===== src/rtl/muldiv_ctrl.sv =====
// muldiv_ctrl: sequences one mul/div op through the pipelined multiplier or the signed/unsigned
// AXI-stream dividers, holds the registered result until taken, and drains dividers on flush.
module muldiv_ctrl #(
    parameter int MUL_LAT = 2
) (
    input  logic        clk,
    input  logic        resetn,
    input  logic        req_valid,
    input  logic [6:0]  req_op,
    input  logic [31:0] req_src1,
    input  logic [31:0] req_src2,
    input  logic        flush,
    input  logic        out_ready,
    output logic        busy,
    output logic        done,
    output logic [31:0] result,
    output logic        mul_signed,
    output logic [32:0] mul_x,
    output logic [32:0] mul_y,
    input  logic [65:0] mul_z,
    output logic        div_s_valid,
    output logic        div_u_valid,
    input  logic        div_s_ready,
    input  logic        div_u_ready,
    output logic [31:0] div_dividend,
    output logic [31:0] div_divisor,
    input  logic        div_s_dout_valid,
    input  logic        div_u_dout_valid,
    input  logic [63:0] div_s_dout,
    input  logic [63:0] div_u_dout
);
    localparam int CW = $clog2(MUL_LAT + 1);
    typedef enum logic [2:0] {IDLE, MUL_WAIT, DIV_SEND, DIV_WAIT, DRAIN, DONE} state_t;
    state_t r_state, w_next;
    logic [6:0]    r_op;
    logic [31:0]   r_src1, r_src2, r_result;
    logic [CW-1:0] r_cnt;
    logic [6:0]    w_op_1h;
    logic          w_is_mul, w_div_u, w_hs, w_dout_v, w_accept, w_cap;
    logic [63:0]   w_dout;
    logic [31:0]   w_cap_val;
    // isolate the lowest set bit so a multi-hot op resolves to one unit
    assign w_op_1h  = req_op & (~req_op + 7'd1);
    assign w_is_mul = |w_op_1h[2:0];
    assign w_div_u  = r_op[4] | r_op[6];
    assign w_hs     = (r_state == DIV_SEND) && (w_div_u ? div_u_ready : div_s_ready);
    assign w_dout_v = w_div_u ? div_u_dout_valid : div_s_dout_valid;
    assign w_dout   = w_div_u ? div_u_dout : div_s_dout;
    always_comb begin
        w_next    = r_state;
        w_accept  = 1'b0;
        w_cap     = 1'b0;
        w_cap_val = '0;
        case (r_state)
            IDLE: if (req_valid && req_op != 7'd0 && !flush) begin
                w_accept = 1'b1;
                w_next   = w_is_mul ? MUL_WAIT : DIV_SEND;
            end
            MUL_WAIT: if (flush) w_next = IDLE;
            else if (r_cnt == CW'(1)) begin
                w_cap     = 1'b1;
                w_cap_val = r_op[0] ? mul_z[31:0] : mul_z[63:32];
                w_next    = DONE;
            end
            DIV_SEND: if (w_hs) w_next = flush ? DRAIN : DIV_WAIT;
            else if (flush) w_next = IDLE;
            DIV_WAIT: if (w_dout_v) begin
                w_cap     = !flush;
                w_cap_val = (r_op[3] | r_op[4]) ? w_dout[63:32] : w_dout[31:0];
                w_next    = flush ? IDLE : DONE;
            end else if (flush) w_next = DRAIN;
            DRAIN: if (w_dout_v) w_next = IDLE;
            DONE: if (flush || out_ready) w_next = IDLE;
            default: w_next = IDLE;
        endcase
    end
    always_ff @(posedge clk) begin
        if (!resetn) r_state <= IDLE;
        else r_state <= w_next;
    end
    always_ff @(posedge clk) begin
        if (!resetn) begin
            r_op     <= '0;
            r_src1   <= '0;
            r_src2   <= '0;
            r_cnt    <= '0;
            r_result <= '0;
        end else begin
            if (w_accept) begin
                r_op   <= w_op_1h;
                r_src1 <= req_src1;
                r_src2 <= req_src2;
                r_cnt  <= CW'(MUL_LAT);
            end else if (r_state == MUL_WAIT) r_cnt <= r_cnt - CW'(1);
            if (w_cap) r_result <= w_cap_val;
        end
    end
    assign busy         = r_state != IDLE;
    assign done         = r_state == DONE;
    assign result       = r_result;
    assign mul_signed   = r_op[0] | r_op[1];
    assign mul_x        = {mul_signed & r_src1[31], r_src1};
    assign mul_y        = {mul_signed & r_src2[31], r_src2};
    assign div_s_valid  = (r_state == DIV_SEND) && !w_div_u;
    assign div_u_valid  = (r_state == DIV_SEND) && w_div_u;
    assign div_dividend = r_src1;
    assign div_divisor  = r_src2;
endmodule


===== config.mk =====
export PLATFORM = sky130hd
export DESIGN_NAME = muldiv_ctrl
export DESIGN_NICKNAME = d
export VERILOG_FILES = /design/src/rtl/muldiv_ctrl.sv
export SDC_FILE = /design/constraint.sdc
export NUM_CORES = 1
export LEC_CHECK = 0
export ABC_AREA = 0
export BUFFER_PORTS_ARGS = -buffer_cell sky130_fd_sc_hd__buf_2
export CAP_MARGIN = 20
export CORE_AREA = 2 2 169 171
export CTS_BUF_LIST = sky130_fd_sc_hd__clkbuf_8
export DETAILED_ROUTE_END_ITERATION = 10
export DIE_AREA = 0 0 171 173
export SYNTH_ARGS = -nofsm -noshare
export SYNTH_HDL_FRONTEND = slang
export SYNTH_SLANG_ARGS = --single-unit
export TNS_END_PERCENT = 10

===== constraint.sdc =====
create_clock -name clk -period 1.9 [get_ports clk]
set_clock_uncertainty 0.1 [all_clocks]
set_input_delay 0.095 -clock clk [delete_from_list [all_inputs] [get_ports clk]]
set_output_delay 0.095 -clock clk [all_outputs]
set_load 0.05 [all_outputs]

* Yosys cells after proc, flatten, opt, wreduce, memory -nomap -nowiden
Index checks and enable logic that the tools add are counted.
** Cells by class
- Add/sub/neg operators :: 2
- Multipliers :: 0
- Divide/modulo/power cells :: 0
- Order comparisons :: 0
- Equality and inequality tests :: 12
- Shifts and indexed selects :: 0
- Mux-type cells :: 30
- Bitwise gates (word level) :: 8
- Reduce and logical (&&, ||, !) cells :: 15
** Operators with widths (count)
- $mux W32 :: 5
- $mux W64 :: 1
- $pmux W32 S2 :: 1
- $mux W3 :: 11
- $pmux W3 S6 :: 1
- $ne A3 B3 Y1 const B :: 3
- $add A7 B1 Y7 const B :: 1
- $and A7 B7 Y7 :: 1
- $mux W1 :: 7
- $not A7 Y7 :: 1
- $reduce_bool A7 Y1 :: 1
- $eq A3 B2 Y1 const B :: 2
- $eq A3 B3 Y1 const B :: 2
- $mux W2 :: 3
- $reduce_and A6 Y1 :: 1
- $logic_and A1 B1 Y1 :: 5
- $ne A2 B2 Y1 const B :: 2
- $eq A3 B1 Y1 const B :: 1
- $logic_not A3 Y1 :: 1
- $or A1 B1 Y1 :: 3
- $reduce_bool A3 Y1 :: 1
- $reduce_or A3 Y1 :: 1
- $and A1 B1 Y1 :: 2
- $eq A2 B1 Y1 const B :: 1
- other kinds (8) :: 9
** Storage, ports and cells
- Flip-flop bits (word level) :: 108
- Bits in latches :: 0
- Memory bits (writable) :: 0
- ROM bits :: 0
- Output and inout bits :: 167
- Memories :: 0

* Longest topological paths before layout
Gate-level depths: netlist of run 1.
- Word-level depth :: 7
- Gate-level depth with buffers :: 8
- Gate-level depth less buffers :: 7

* Worst setup path before layout of run 1
OpenSTA, ideal clock, no wires.
- Kind :: register to output
- From :: register r_op[6]
- To :: output port div_u_valid
- Arrival :: 2.156 ns
- Data required time :: 1.705 ns
- Path slack :: -0.451 ns
- Stages on the path, launching flop included :: 4
- Buffers on the path :: 1
- Path through :: dfxtp_1 -> nor2_4 -> buf_2 -> nor4_1
** Between the ends
- Word-level cells in the longest chain between the ends :: 2
** RTL lines
- from (decl) :: line 35 : logic [6:0] r_op;
- from (signal assigned) :: line 90 : r_op <= w_op_1h;
- $or A1 B1 Y1 :: line 45 : assign w_div_u = r_op[4] | r_op[6];
- $logic_and A1 B1 Y1 :: line 105 : assign div_u_valid = (r_state == DIV_SEND) && w_div_u;
- to (decl) :: line 22 : output logic div_u_valid,
No other way between the ends.

* Worst setup path in the final report of run 1
- From :: register r_op[6]
- To :: register r_result[18], in the netlist result[18]
** Between the ends
- Word-level cells in the longest chain between the ends :: 5
- Elaborated cells between the ends (all ways) :: 8
** RTL lines
- $or A1 B1 Y1 (*) :: line 45
- $mux W64 :: line 48 : assign w_dout = w_div_u ? div_u_dout : div_s_dout;
- $mux W32 :: line 69 : w_cap_val = (r_op[3] | r_op[4]) ? w_dout[63:32] : w_dout[31:0];
- $mux W32 :: line 67 : DIV_WAIT: if (w_dout_v) begin
- $pmux W32 S2 :: line 54 : case (r_state)
- to (signal assigned) :: line 95 : if (w_cap) r_result <= w_cap_val;
- to (decl) :: line 36 : logic [31:0] r_src1, r_src2, r_result;
Mark *: on every way between the ends. The rest lies on a longest branch, timed or not.
A chain may end at the register's enable or synchronous reset.

==> flow_metrics.tcl, run 1 <==
set metrics [dict create \
    status "complete, but fails checks" \
    violations "negative setup slack" \
    design.core.area_mm2 0.0276 \
    root_buffer "sky130_fd_sc_hd__clkbuf_8" \
    tritoncts.num_buffers 9 \
    synth-main-ff-cell "sky130_fd_sc_hd__dfxtp_1" \
    endpoint_kind "flop" \
    worst_slack_ps -34.2 \
    finalCoreUtilization_pct 36.1 \
    power.density_mw_per_mm2 637 \
    total_power_mw 6.35 \
    rsz_0062_raised_after_global_routing "yes" \
    postSynthNetCount 1041 \
    synth_seq_area_share_pct 34.7 \
    filler_cell_count 2928 \
    cell_internal_pwr_mw 3.75 \
    post_syn_instances 766 \
    detail-route-antenna-nets 0 \
    final_critical_path_share_of_the_clock_period_pct 102 \
    routed_via_density 4.53 \
    synth_enable_flop_cells 0 \
    full_die_area_mm2 0.0296 \
    grt_pass1_wl_um 40500 \
    syn-mean-instance-area_um2 7.98 \
    drt_iter0_markers 329 \
    htree_levels 3 \
    crit_fanout 32 \
    number_of_clock_sinks_seen_by_cts 106 \
    fmax_ghz 0.517 \
    max-vdd-ir-drop_mv 0.385 \
    grt_start_max_net_pins 58 \
    netSwitchingFraction_pct 41.0 \
    hp-class "in -> reg" \
    report.final.slew_viol_count 0 \
    commonest_cells_after_routing_fill_and_taps_aside "sky130_fd_sc_hd__buf_2 (438), sky130_fd_sc_hd__nand2_1 (139), sky130_fd_sc_hd__dfxtp_1 (103)" \
    critPathRequiredTime_ps 2140 \
    tightestPinTransition_ps 585 \
    layout.cells.most_common "sky130_fd_sc_hd__buf_2" \
    layout.nets 1511 \
    insertion_delay_ps 390 \
    synthesis.area_mm2 0.00611 \
    sequentialPowerShare_pct 38.5 \
    grt_usage_pct 18.0 \
    io-pin-count 441 \
    max_cap_viol_count 0 \
    drt_drc_violations_left 0 \
    grt_antenna_before_repair 9 \
    vias_in_the_first_global_route 7085 \
    synth_cell_type_count 44 \
    clockBufferDepth 2 \
    place.gp.congestion 0.823 \
    holdWs_ps 19.5 \
    p_switching_mw 2.61 \
    relSlewSlack_pct 60.9 \
    hold_path_depth 4 \
    setup.worst_path.class "reg -> reg" \
    combinationalPowerShare_pct 37.7 \
    critical_path_source_type "flop" \
    yosys_warnings 0 \
    dieWidth_um 171 \
    r2r.worst_path.cells 6 \
    crit_arrival_ps 2170 \
    route.final.wire_length_um 28200 \
    rows 61 \
    share_of_final_layout_standard_cells_stronger_than_drive_strength_1_pct 46.7 \
    wl_per_cell_um 17.4 \
    synth_seq_cells 106 \
    hold_viol 0 \
    syn_to_final_growth_pct 63.1 \
    initial_core_util_pct 22.1 \
    setup_total_negative_slack_ps -107 \
    power.clock.fraction_pct 23.8 \
    leakage_nw 4.88 \
    synth-async-reset-ratio_pct 0 \
    tritoncts "built" \
    timing.final.setup_violations 5 \
    post-dp-hpwl_um 20900 \
    io_buffer_count 438 \
    die_height_um 173 \
    routed-via-count 7362 \
    drt-pass1-iter-count 5 \
    min_period_ps 1930 \
    worst_setup_hold_path_clk_slew_ps 120 \
    grt-ovfl-total 0 \
]
## repair_timing
item                                   in CTS  in global routing
setup endpoints to repair                  42                 63
cloned                                      1                  2
hold buffers                               94                  0
gates resized for setup                    12                 22
endpoints found under the hold margin      87                  0
buffers inserted                            0                  1
## state kept, by name, summed over array words and instances (netlist names)
register / cells
r_state: 3
r_op: 5
r_cnt: 2
div_divisor: 32
div_dividend: 32
result: 32
## cell type report
class                   instances  area, µm²  area share, %
diodes                          5       12.5          0.125
clock buffers                   9        124           1.24
clock inverters                 7       80.1          0.803
inverters                       6       23.8          0.238
multi-input cells             527       3400           34.1
flip-flops and latches        106       2130           21.3
well taps                     378        473           4.74
repair buffers                586       3730           37.4
## through the flow
step	instance area (µm²)	setup WS [ps]	std cells
floorplan	6120	-21.7	766
global placement	8570	-132	1505
detailed placement	8570	-149	1505
CTS	9770	-36.2	1616
global route	9970	-94.4	1623
finish	9970	-34.2	1624
## routing by layer
| layer | global-route usage, % | wire length (µm) | up-vias |
|---|---|---|---|
| met5 | 0 | 59 | - |
| met4 | 5.61 | 527 | 10 |
| met3 | 3.48 | 1630 | 35 |
| met2 | 34.5 | 15000 | 329 |
| met1 | 19.6 | 11000 | 3387 |
| li1 | - | - | 3601 |
## cell usage after synthesis (2+ instances only)
master | count | share of area [%]
sky130_fd_sc_hd__a211oi_1 | 64 | 7.9
sky130_fd_sc_hd__a21oi_1 | 74 | 6.1
sky130_fd_sc_hd__a311oi_1 | 32 | 4.6
sky130_fd_sc_hd__and2_1 | 2 | 0.20
sky130_fd_sc_hd__and3_1 | 2 | 0.20
sky130_fd_sc_hd__buf_2 | 23 | 1.9
sky130_fd_sc_hd__buf_4 | 65 | 8.0
sky130_fd_sc_hd__clkbuf_1 | 39 | 2.4
sky130_fd_sc_hd__dfxtp_1 | 106 | 35
sky130_fd_sc_hd__inv_1 | 4 | 0.25
sky130_fd_sc_hd__mux2_2 | 32 | 5.9
sky130_fd_sc_hd__mux2i_1 | 34 | 5.6
sky130_fd_sc_hd__nand2_1 | 140 | 8.6
sky130_fd_sc_hd__nand2b_1 | 2 | 0.20
sky130_fd_sc_hd__nand3_1 | 5 | 0.41
sky130_fd_sc_hd__nor2_1 | 39 | 2.4
sky130_fd_sc_hd__nor2b_1 | 32 | 3.3
sky130_fd_sc_hd__nor3_1 | 3 | 0.25
sky130_fd_sc_hd__nor4_1 | 4 | 0.41
sky130_fd_sc_hd__o21ai_0 | 36 | 2.9
sky130_fd_sc_hd__or2_2 | 3 | 0.31
sky130_fd_sc_hd__or3_1 | 3 | 0.31
## path summary, 6_finish.rpt
check                             from                      end  slack, ps
setup / recovery  r_op[6]$_SDFFE_PN0P_  result[18]$_SDFFE_PN0P_        -30
hold / removal                mul_z[3]   result[3]$_SDFFE_PN0P_         20
setup reg to reg  r_op[6]$_SDFFE_PN0P_  result[18]$_SDFFE_PN0P_        -30
hold reg to reg   r_op[1]$_SDFFE_PN0P_     r_op[1]$_SDFFE_PN0P_        360
## logic make-up (layout without fill, tap and decap cells)
family          count (synthesis)  after routing  synth area share, %
compound gates                217            218                 23.1
simple gates                  240            240                 17.3
fa+ha+maj                       1              1                0.205
mux                            67             67                 11.8
flops                         106            106                 34.7
xor+xnor                        1              1                0.143
buf+inv                       134            608                 12.7
other cells                     0              5                    0
## power by group through the flow
| stage | logic (mW) | clock network (mW) | registers (mW) |
|---|---|---|---|
| floorplan | 1.12 | 0 | 2.84 |
| global placement | 2.18 | 0 | 2.49 |
| detailed placement | 2.18 | 0 | 2.50 |
| CTS | 2.36 | 1.61 | 2.45 |
| global route | 2.56 | 1.66 | 2.46 |
| finish | 2.39 | 1.51 | 2.45 |
## worst max-delay path, cell delays in order, from the launching register on
cell and delay, ps:
sky130_fd_sc_hd__dfxtp_2 360, sky130_fd_sc_hd__or3b_4 420, sky130_fd_sc_hd__a211o_1 310, sky130_fd_sc_hd__buf_12 180, sky130_fd_sc_hd__a211oi_1 280, sky130_fd_sc_hd__a311oi_1 90, sky130_fd_sc_hd__nor2_1 120
(Power assumes the default switching activity.)
==> run 2, diff against run 1 <==
--- a/config.mk
+++ b/config.mk
@@ -6,7 +6,7 @@
 export NUM_CORES = 1
 export LEC_CHECK = 0
 export ABC_AREA = 0
-export BUFFER_PORTS_ARGS = -buffer_cell sky130_fd_sc_hd__buf_2
+export BUFFER_PORTS_ARGS = -buffer_cell sky130_fd_sc_hd__buf_4
 export CAP_MARGIN = 20
 export CORE_AREA = 2 2 169 171
 export CTS_BUF_LIST = sky130_fd_sc_hd__clkbuf_8
==> flow_metrics.tcl, run 2 (same netlist as run 1, synthesis figures left out) <==
set metrics [dict create \
    tightestPinTransition_ps 643 \
    detail-route-antenna-nets 0 \
    timing.final.setup_violations 13 \
    power.density_mw_per_mm2 598 \
    postPlaceCellArea_mm2 0.00965 \
    status "complete, but fails checks" \
    tritoncts "built" \
    netSwitchingFraction_pct 39.4 \
    layout.nets 1516 \
    htree_levels 3 \
    worst_hold_path.endpoint "result[6]$_SDFFE_PN0P_" \
    wl_per_cell_um 17.8 \
    syn_to_final_growth_pct 82.3 \
    finish.cell_count_without_fillers 1628 \
    dieWidth_um 171 \
    grt_pass1_wl_um 41200 \
    hp-class "in -> reg" \
    report.final.slew_viol_count 0 \
    insertion_delay_ps 390 \
    worst_slack_ps -44.8 \
    fin_area_mm2 0.0111 \
    max-vdd-ir-drop_mv 0.412 \
    tritoncts.num_buffers 9 \
    rr_startpoint "r_state[1]$_SDFFE_PN0P_" \
    vias_in_the_first_global_route 7582 \
    final_critical_path_share_of_the_clock_period_pct 102 \
    clockBufferDepth 2 \
    routed_via_density 4.54 \
    grt_start_max_net_pins 70 \
    setup_total_negative_slack_ps -215 \
    fmax_ghz 0.514 \
    relSlewSlack_pct 56.6 \
    power.clock.fraction_pct 22.7 \
    max_cap_viol_count 0 \
    initial_core_util_pct 22.1 \
    drt_iter0_markers 297 \
    r2r.worst_path.cells 6 \
    cell_internal_pwr_mw 4.04 \
    leakage_nw 5.12 \
    io_buffer_count 438 \
    total_power_mw 6.67 \
    layout.cells.most_common "sky130_fd_sc_hd__buf_4" \
    root_buffer "sky130_fd_sc_hd__clkbuf_8" \
    dpl.cell_count 1498 \
    setup.worst_path.class "reg -> reg" \
    number_of_clock_sinks_seen_by_cts 106 \
    rsz_0062_raised_after_global_routing "yes" \
    crit_arrival_ps 2130 \
    drt_drc_violations_left 0 \
    final-seq-area_mm2 0.00213 \
    finalCoreUtilization_pct 40.3 \
    r2r-end "result[0]$_SDFFE_PN0P_" \
    filler_cell_count 2869 \
    full_die_area_mm2 0.0296 \
    drt-pass1-iter-count 4 \
    commonest_cells_after_routing_fill_and_taps_aside "sky130_fd_sc_hd__buf_4 (468), sky130_fd_sc_hd__nand2_1 (139), sky130_fd_sc_hd__dlygate4sd3_1 (104)" \
    worstHoldStart "mul_z[38]" \
    min_period_ps 1940 \
    grt_usage_pct 18.1 \
    route.final.wire_length_um 29000 \
    post-dp-hpwl_um 21200 \
    sequentialPowerShare_pct 36.9 \
    place.gp.congestion 0.821 \
    violations "negative setup slack" \
    endpoint_kind "flop" \
    hold_viol 0 \
    crit_fanout 16 \
    grt-ovfl-total 0 \
    area_of_combinational_cells_with_multiple_inputs_mm2 0.00338 \
    critical_path_source_type "flop" \
    grt_antenna_before_repair 4 \
    rows 61 \
    io-pin-count 441 \
    r2r_slack_ps -40 \
    critPathRequiredTime_ps 2090 \
    combinationalPowerShare_pct 40.4 \
    hold_path_depth 4 \
    design.core.area_mm2 0.0276 \
    p_switching_mw 2.63 \
    worst_setup_hold_path_clk_slew_ps 120 \
    routed-via-count 7399 \
    die_height_um 173 \
    share_of_final_layout_standard_cells_stronger_than_drive_strength_1_pct 46.1 \
]
[run 2: cell type report]
type,instances,share of cell area [%]
Timing Repair Buffer,591,44.3
Clock inverter,7,0.685
Multi-Input combinational cell,527,30.3
Clock buffer,9,1.11
Sequential cell,106,19.1
Tap cell,378,4.24
Inverter,6,0.236
Antenna cell,4,0.0898
[run 2: worst max-delay path by stage]
stage	startpoint	endpoint	cells after the start
finish	r_state[1]$_SDFFE_PN0P_	result[0]$_SDFFE_PN0P_	6
global route	r_op[6]$_SDFFE_PN0P_	result[20]$_SDFFE_PN0P_	7
CTS	r_op[6]$_SDFFE_PN0P_	result[26]$_SDFFE_PN0P_	7
detailed placement	r_op[4]$_SDFFE_PN0P_	result[20]$_SDFFE_PN0P_	6
global placement	r_op[4]$_SDFFE_PN0P_	result[20]$_SDFFE_PN0P_	6
floorplan	r_op[6]$_SDFFE_PN0P_	r_state[0]$_SDFFE_PN0P_	5
[run 2: layer usage]
metal,global-route usage (%),share of wire (%)
met1,18.8,38
met4,5.01,2.2
met5,0,0.041
met3,4.42,6.8
met2,35.4,53
[run 2: critical path: stages (launching register included)]
cell and delay (ps):
sky130_fd_sc_hd__dfxtp_1 380, sky130_fd_sc_hd__or4b_1 570, sky130_fd_sc_hd__clkinvlp_4 180, sky130_fd_sc_hd__buf_12 120
sky130_fd_sc_hd__a21oi_4 140, sky130_fd_sc_hd__a311oi_1 280, sky130_fd_sc_hd__nor2_1 80
[run 2: power by group through the flow]
stage | Clock [mW] | Combinational (mW) | Sequential, mW
floorplan | 0 | 1.12 | 2.84
global placement | 0 | 2.42 | 2.51
detailed placement | 0 | 2.43 | 2.51
CTS | 1.58 | 2.62 | 2.46
global route | 1.67 | 2.85 | 2.48
finish | 1.52 | 2.69 | 2.46
[run 2: repair_timing]
item	4_1_cts	5_1_grt
hold buffers	104	0
setup buffers	0	3
resized for setup	3	24
cloned	0	3
setup endpoints to repair	33	62
pin swaps	9	0
hold endpoints to repair	88	0
[run 2: per-stage QoR]
| stage | hold slack, ps | setup slack [ps] |
|---|---|---|
| 2_1_floorplan | 131 | -21.7 |
| 3_3_place_gp | 241 | -90.6 |
| 3_5_place_dp | 250 | -148 |
| 4_1_cts | 1.57 | -116 |
| 5_1_grt | 6.01 | -115 |
| 6_report | 26.8 | -44.8 |
